### config.mk
export PLATFORM = sky130hd
export DESIGN_NAME = io_energy_meter_flat
export DESIGN_NICKNAME = d
export VERILOG_FILES = /design/src/rtl/io_energy_meter_if.sv /design/src/rtl/io_energy_meter.sv /design/src/flat_wrapper.sv
export SDC_FILE = /design/constraint.sdc
export NUM_CORES = 1
export LEC_CHECK = 0
export CORE_AREA = 2 2 213 131
export DETAILED_ROUTE_END_ITERATION = 8
export DIE_AREA = 0 0 215 133
export GPL_ROUTABILITY_DRIVEN = 0
export PLACE_DENSITY = 0.69
export SLEW_MARGIN = 15
export SYNTH_ARGS = -nofsm -noshare
export SYNTH_HDL_FRONTEND = slang
export SYNTH_SLANG_ARGS = --single-unit
### constraint.sdc
create_clock -name clk -period 7.2 [get_ports clk]
set_clock_uncertainty 0.05 [all_clocks]
set_input_delay 2.16 -clock clk [delete_from_list [all_inputs] [get_ports clk]]
set_output_delay 2.16 -clock clk [all_outputs]
set_load 0.02 [all_outputs]
### src/rtl/io_energy_meter_if.sv
// io_energy_meter_if: bundle of the monitored valid/ready channel taps
interface io_energy_meter_if #(
  parameter int NB_PORTS   = 3,
  parameter int DATA_WIDTH = 16
);
  logic [NB_PORTS-1:0]            port_valid;
  logic [NB_PORTS-1:0]            port_ready;
  logic [NB_PORTS-1:0]            port_zero;
  logic [NB_PORTS*DATA_WIDTH-1:0] port_data;
  modport master(output port_valid, port_ready, port_zero, port_data);
  modport slave(input port_valid, port_ready, port_zero, port_data);
endinterface

### src/rtl/io_energy_meter.sv
// io_energy_meter: windowed bit-weighted transfer energy meter; IO_ENERGY_TOGGLE_EN selects toggle-count cost
module io_energy_meter #(
  parameter int                  NB_PORTS       = 3,
  parameter int                  DATA_WIDTH     = 16,
  parameter int                  CNT_WIDTH      = 48,
  parameter int                  XFER_CNT_WIDTH = 32,
  parameter logic [NB_PORTS-1:0] ZERO_SKIP_MASK = NB_PORTS'(1),
  localparam int                 SW             = NB_PORTS > 1 ? $clog2(NB_PORTS) : 1
) (
  input  logic                      clk,
  input  logic                      arst,
  io_energy_meter_if.slave          tap,
  input  logic                      start,
  input  logic                      stop,
  output logic                      running,
  output logic [CNT_WIDTH-1:0]      energy_total,
  output logic                      energy_valid,
  output logic                      overflow,
  input  logic [SW-1:0]             rd_sel,
  output logic [XFER_CNT_WIDTH-1:0] rd_xfer_cnt
);
  localparam int IW = $clog2(NB_PORTS*DATA_WIDTH+1);
  typedef enum logic [1:0] {IDLE, COUNT, REPORT} state_t;
  state_t state, state_nx;
  logic [NB_PORTS-1:0] fire, live, xfer_sat;
  logic [IW-1:0] cost [NB_PORTS];
  logic [IW-1:0] inc;
  logic [CNT_WIDTH-1:0] acc, acc_nx;
  logic [XFER_CNT_WIDTH-1:0] xfer [NB_PORTS];
  logic [XFER_CNT_WIDTH-1:0] xfer_nx [NB_PORTS];
  logic acc_sat, clr, cnt_en;
  assign fire = tap.port_valid & tap.port_ready;
  assign live = fire & ~(ZERO_SKIP_MASK & tap.port_zero);
`ifdef IO_ENERGY_TOGGLE_EN
  logic [DATA_WIDTH-1:0] prev [NB_PORTS];
  // prev_data tracks every fire, skipped or not, and survives start
  always_ff @(posedge clk or posedge arst)
    if (arst) for (int p = 0; p < NB_PORTS; p++) prev[p] <= '0;
    else for (int p = 0; p < NB_PORTS; p++) if (fire[p]) prev[p] <= tap.port_data[p*DATA_WIDTH +: DATA_WIDTH];
  always_comb
    for (int p = 0; p < NB_PORTS; p++) cost[p] = IW'($countones(tap.port_data[p*DATA_WIDTH +: DATA_WIDTH] ^ prev[p]));
`else
  logic unused_data;
  assign unused_data = ^tap.port_data;
  always_comb
    for (int p = 0; p < NB_PORTS; p++) cost[p] = IW'(DATA_WIDTH);
`endif
  always_comb begin
    inc = '0;
    for (int p = 0; p < NB_PORTS; p++) inc = inc + (live[p] ? cost[p] : '0);
    {acc_sat, acc_nx} = {1'b0, acc} + (CNT_WIDTH+1)'(inc);
    if (acc_sat) acc_nx = '1;
    for (int p = 0; p < NB_PORTS; p++) begin
      {xfer_sat[p], xfer_nx[p]} = {1'b0, xfer[p]} + (XFER_CNT_WIDTH+1)'(fire[p]);
      if (xfer_sat[p]) xfer_nx[p] = '1;
    end
  end
  always_ff @(posedge clk or posedge arst)
    if (arst) state <= IDLE;
    else state <= state_nx;
  always_comb
    state_nx = state == IDLE  ? (start ? COUNT : IDLE) :
               state == COUNT ? (stop ? REPORT : COUNT) : IDLE;
  always_comb begin
    running      = state == COUNT;
    energy_valid = state == REPORT;
    clr          = start & (state == IDLE | (state == COUNT & ~stop));
    cnt_en       = state == COUNT & ~clr;
    rd_xfer_cnt  = int'(rd_sel) < NB_PORTS ? xfer[rd_sel] : '0;
  end
  always_ff @(posedge clk or posedge arst)
    if (arst) begin
      acc          <= '0;
      overflow     <= 1'b0;
      energy_total <= '0;
      for (int p = 0; p < NB_PORTS; p++) xfer[p] <= '0;
    end else begin
      if (clr) begin
        acc      <= '0;
        overflow <= 1'b0;
        for (int p = 0; p < NB_PORTS; p++) xfer[p] <= '0;
      end else if (cnt_en) begin
        acc      <= acc_nx;
        overflow <= overflow | acc_sat | (|xfer_sat);
        for (int p = 0; p < NB_PORTS; p++) xfer[p] <= xfer_nx[p];
      end
      if (state == COUNT && stop) energy_total <= acc_nx;
    end
endmodule
### src/flat_wrapper.sv
// flat-port wrapper written by rule: the top's interface ports become plain ports
module io_energy_meter_flat 
#(
  parameter int                  NB_PORTS       = 3,
  parameter int                  DATA_WIDTH     = 16,
  parameter int                  CNT_WIDTH      = 48,
  parameter int                  XFER_CNT_WIDTH = 32,
  parameter logic [NB_PORTS-1:0] ZERO_SKIP_MASK = NB_PORTS'(1),
  localparam int                 SW             = NB_PORTS > 1 ? $clog2(NB_PORTS) : 1
)
  (clk, arst, start, stop, running, energy_total, energy_valid, overflow, rd_sel, rd_xfer_cnt, tap_port_valid, tap_port_ready, tap_port_zero, tap_port_data);
  io_energy_meter_if #(.NB_PORTS(NB_PORTS), .DATA_WIDTH(DATA_WIDTH)) tap_i ();
  input  logic clk;
  input  logic arst;
  input  logic start;
  input  logic stop;
  output logic running;
  output logic [CNT_WIDTH-1:0] energy_total;
  output logic energy_valid;
  output logic overflow;
  input  logic [SW-1:0] rd_sel;
  output logic [XFER_CNT_WIDTH-1:0] rd_xfer_cnt;
  input wire logic [$bits(tap_i.port_valid)-1:0] tap_port_valid;
  input wire logic [$bits(tap_i.port_ready)-1:0] tap_port_ready;
  input wire logic [$bits(tap_i.port_zero)-1:0] tap_port_zero;
  input wire logic [$bits(tap_i.port_data)-1:0] tap_port_data;
  assign tap_i.port_valid = tap_port_valid;
  assign tap_i.port_ready = tap_port_ready;
  assign tap_i.port_zero = tap_port_zero;
  assign tap_i.port_data = tap_port_data;
  io_energy_meter #(.NB_PORTS(NB_PORTS), .DATA_WIDTH(DATA_WIDTH), .CNT_WIDTH(CNT_WIDTH), .XFER_CNT_WIDTH(XFER_CNT_WIDTH), .ZERO_SKIP_MASK(ZERO_SKIP_MASK)) u_core (.clk(clk), .arst(arst), .tap(tap_i), .start(start), .stop(stop), .running(running), .energy_total(energy_total), .energy_valid(energy_valid), .overflow(overflow), .rd_sel(rd_sel), .rd_xfer_cnt(rd_xfer_cnt));
endmodule
Yosys cells after proc, flatten, opt, wreduce, memory -nomap -nowiden
Cells that the tools add are included.
W data, S select, Z words.
{"block": "totals", "wordCells": 54, "in_bits": 63, "ff_bits": 195}
{"block": "classes", "mux": 21, "n_bitwise": 12, "n_addsub": 6, "n_reduce_logical": 4, "order_cmp": 2, "n_eq_ne": 2}
{"op": "$mux W32", "n": 6}
{"op": "$mux W96", "n": 2}
{"op": "$mux W48", "n": 3}
{"op": "$add A32 B1 Y33", "n": 3}
{"op": "$bmux W32 S2", "n": 1}
{"op": "$add A48 B6 Y49", "n": 1}
{"op": "$mux W5", "n": 3}
{"op": "$add A6 B6 Y6", "n": 2}
{"op": "$and A3 B3 Y3", "n": 2}
{"op": "$mux W2", "n": 3}
{"op": "$and A1 B1 Y1", "n": 3}
{"op": "$ge A3 B3 Y1 const B", "n": 1}
{"op": "$mux W1", "n": 3}
{"op": "$not A1 Y3", "n": 1}
{"op": "$not A2 Y3", "n": 1}
{"op": "$or A1 B1 Y1", "n": 3}
{"op": "$reduce_or A3 Y1", "n": 1}
{"op": "$eq A2 B1 Y1 const B", "n": 1}
{"op": "$eq A2 B2 Y1 const B", "n": 1}
{"op": "$logic_not A2 Y1", "n": 1}
{"op": "$lt A2 B2 Y1 const B", "n": 1}
{"op": "$not A1 Y1", "n": 2}
{"op": "$reduce_bool A2 Y1", "n": 1}
{"op": "$logic_and A1 B1 Y1", "n": 1}

Depth between registers and ports, before layout
{"block": "depth", "word_depth": 10, "ltp_mapped": 13}

Least setup slack after synthesis
OpenSTA, ideal clock, no wires.
{"block": "synth_path", "path_kind": "input -> output", "startpoint": "input rd_sel[1]", "endpoint": "output rd_xfer_cnt[10]", "arrival_ns": 3.470, "setup_slack_ns": 1.520, "path_buffers": 2, "cell_stages": 4, "t_required_ns": 4.990, "cell_sequence": "clkbuf_1 > clkbuf_1 > mux2i_1 > o21ai_0"}
{"block": "synth_between", "elab_chain_len": 5, "word_cells_on_any_way": 6}
{"element": "from (decl)", "line_no": "flat_wrapper.sv:21", "text": "input logic [SW-1:0] rd_sel;"}
{"element": "$not A2 Y3 (implied by the code)", "line_no": "io_energy_meter.sv:69", "text": "rd_xfer_cnt = int'(rd_sel) < NB_PORTS ? xfer[rd_sel] : '0;"}
{"element": "$bmux W32 S2", "line_no": "io_energy_meter.sv:69"}
{"element": "$mux W32 (implied by the code) (2 in a row)", "line_no": "io_energy_meter.sv:69"}
{"element": "$mux W32 (*)", "line_no": "io_energy_meter.sv:69"}
{"element": "to (decl)", "line_no": "flat_wrapper.sv:22", "text": "output logic [XFER_CNT_WIDTH-1:0] rd_xfer_cnt;"}
Mark *: on every way between the ends. The rest lies on a longest branch, timed or not. The select of a mux whose other input is x is not followed.

Final worst setup path
{"block": "layout_path", "startpoint": "input rd_sel[1]", "endpoint": "output rd_xfer_cnt[14]"}
The elaborated chain is that of the path after synthesis.

==> results.cfg <==
[routing]
drc = 0
drt_first_pass_iters = 5
ant_nets = 0
vias = 11400
routedWlPerCell_microns = 19.3
totalWireLength_mm = 35.6
drt-initial-drc-count = 1343
vias_per_cell = 6.19

[place]
dpl.cell_count = 1813
detailed_place_hpwl_mm = 24.3
numPortBuffers = 95

[worst_setup_path]
critical_path.max_fanout = 27
r2r_cells = 5
startpoint_type = input port
critPathKind = in2out
end_kind = output port
cp_cell_sequence = buf_2 -> buf_4 -> mux2i_1 -> o21ai_0 -> clkdlybuf4s50_1
r2r_start = u_core.acc[15]
cp_slowest_stage_delay_ns = 0.65
arrival_ns = 4.08
crit_required_ns = 4.99
r2r_slack_ns = 3.68
rr_endpoint = u_core.acc[2]
worst_path_max_delay_cell = buf_2

[clock_tree]
htreeDepth = 4
cts_tree = yes
postCtsSetupBuffers = 0
ctsResizeCount = 0
root_buffer = clkbuf_16
cts_buffer_depth = 2
cts.clk_slew.worst_paths_ns = 0.08
clk_latency_ns = 0.46
cts_sinks = 195
cts_hold_buf = 0
cts_buffers = 17

[global_route]
grt_pass1_wl_mm = 57.4
grt_max_degree = 130
grt.total_usage_pct = 25.3
grt_pass1_vias = 10400
antenna_found_initial = 0
grt_overflow_total = 0

[floorplan]
ios = 146
initial_core_util_pct = 44.1
rows = 47
dieArea_sq_mm = 0.0286
die_w_microns = 215
core-area_sq_mm = 0.0269
die_h_microns = 133

[power_and_ir_drop]
power_uw = 2930
pwr-share-clk_pct = 33.5
seqPwrFrac_pct = 42.7
p_int_uw = 1960
switching_share_pct = 33.2
p_leak_uw = 0.00540
ir_worst_vdd_v = 0.000137
p_per_area_mw_per_mm2 = 214
combPwrFrac_pct = 23.7
p_switching_uw = 973

[timing]
period_share_pct = 87.4
layout_min_cycle_time_ns = 6.29
drv_slew = 0
fmax_ghz = 0.159
holdWs_ns = 0.445
setup_viol = 0
hold_viol = 0
slew_headroom_pct = 28.0
rsz0062_at_grt = false
tns_ns = 0
worst_pin_slew_ns = 1.07

[cells_and_area]
regArea_sq_mm = 0.00488
synthToLayoutAreaGrowth_pct = 15.0
multiInputGateArea_sq_mm = 0.00641
diodes = 0
final_cells = 1845
drive_gt1_share_pct = 5.41
nFillCells = 2581
num-nets-final = 1538

[worst_hold_path]
min-delay-start = u_core.energy_total[40]
hold_depth = 2
min_to = u_core.energy_total[40]
hold_class = reg2reg

[synthesis]
ys_ff_latch = 195
yosysWarnings = 0
netlist.top_cell.by_area = dfrtp_1
syn-mean-instance-area_sq_um = 8.26
ys_types = 59
synth_compound_area_share_pct = 23.5
synthesis.nets = 1512
synth-adder-area-share_pct = 1.18
syn_inst = 1439
synth_area_sq_mm = 0.0119
ys_seq_area_share_pct = 41.1
muxShareOfSynthArea_pct = 3.03
synth_simple_gate_area_share_pct = 23.4
synth_top_area_share_pct = 41.1
synth_flop_cell = dfrtp_1
async_reset_ff_share_pct = 100
synth_area_leaders = dfrtp_1, o21ai_0, nand2_1
synth-xor-area-share_pct = 2.43
synth_top_family_by_area = compound AO/OA/AOI/OAI gates
synth_edf_count = 0

[run_status]
status = complete, no violations

[run]
maxCapViolCount = 0
==> cell usage after synthesis, types with 13 or more instances <==
master     count
a21o_1        13
a21oi_1       89
a22o_1        32
a31oi_1       46
and2_1        18
and3_1        21
and4_1        21
clkbuf_1      93
dfrtp_1      195
inv_1         55
mux2i_1       36
nand2_1      169
nand3_1       52
nand4_1       55
nor2_1        82
nor3_1        31
nor4_1        25
o21ai_0      199
o2bb2ai_1     16
o31ai_1       19
or3_1         13
or4_1         18
xnor2_1       19
xor2_1        14
==> per-stage QoR <==
stage / area, sq um / setup slack (ns) / util, %
floorplan: 11900 / 1.52 / -
global placement: 13100 / 0.902 / 48.6
detailed placement: 13100 / 0.833 / 48.6
CTS: 13700 / 0.918 / 50.8
global route: 13700 / 0.811 / 50.8
finish: 13700 / 0.906 / 50.8
==> layer usage <==
metal  GRT usage [%]  share of wire (%)  up-vias
li1                -                  -     5351
met4            6.82                1.3        0
met3            5.86                9.2       36
met2            33.6                 41      481
met5               0                  0        -
met1            40.1                 49     5550
==> worst max path at each step <==
stage | from | slack [ns] | cells after the start | endpoint
floorplan | rd_sel[1] | 1.52 | 4 | rd_xfer_cnt[10]
global placement | tap_port_valid[0] | 0.90 | 12 | u_core.acc[3]
detailed placement | tap_port_valid[0] | 0.83 | 12 | u_core.acc[2]
CTS | rd_sel[1] | 0.92 | 5 | rd_xfer_cnt[16]
global route | rd_sel[1] | 0.81 | 4 | rd_xfer_cnt[28]
finish | rd_sel[1] | 0.91 | 5 | rd_xfer_cnt[14]
==> flip-flops by register name (all words and copies together) (netlist names) <==
name / count
u_core.xfer: 96
u_core.acc: 48
u_core.energy_total: 48
u_core.state: 2
u_core.overflow: 1
==> power groups by stage <==
stage	Sequential (uW)	Clock, uW	Combinational, uW
after global placement	1270	0	684
after global routing	1270	1060	757
after detailed placement	1270	0	696
final	1250	983	695
after floorplan	1370	0	292
after CTS	1250	1010	700
==> critical path, delay by kind of cell <==
family | cells | cell delay [ns]
buf+inv | 3 | 1.61
compound gates | 1 | 0.19
mux | 1 | 0.09
==> cells by family after synthesis <==
| family | after synthesis |
|---|---|
| buffers and inverters | 164 |
| XOR/XNOR | 33 |
| flip-flops | 195 |
| AO/OA/AOI/OAI | 465 |
| AND/OR/NAND/NOR | 536 |
| multiplexers | 36 |
| adder cells (fa/ha/maj) | 10 |
==> final cells by class <==
type                       count  area share [%]
clock inverter                15            1.17
tap                          367            3.36
timing repair buffer         116            8.25
inverter                      55            1.54
clock buffer                  17            3.11
multi-input combinational   1080            46.9
sequential                   195            35.7
==> placed cells by master (no fill, tap or decap), types with 24 or more instances in the layout <==
| cell type | n |
|---|---|
| nand2_1 | 169 |
| a22o_1 | 32 |
| inv_1 | 53 |
| dfrtp_1 | 195 |
| a21oi_1 | 88 |
| nor3_1 | 31 |
| nor2_1 | 81 |
| a31oi_1 | 46 |
| nand4_1 | 55 |
| nand3_1 | 52 |
| clkdlybuf4s50_1 | 94 |
| o21ai_0 | 199 |
| nor4_1 | 24 |
| mux2i_1 | 36 |
Note: power is estimated with default switching activity, not from simulation.
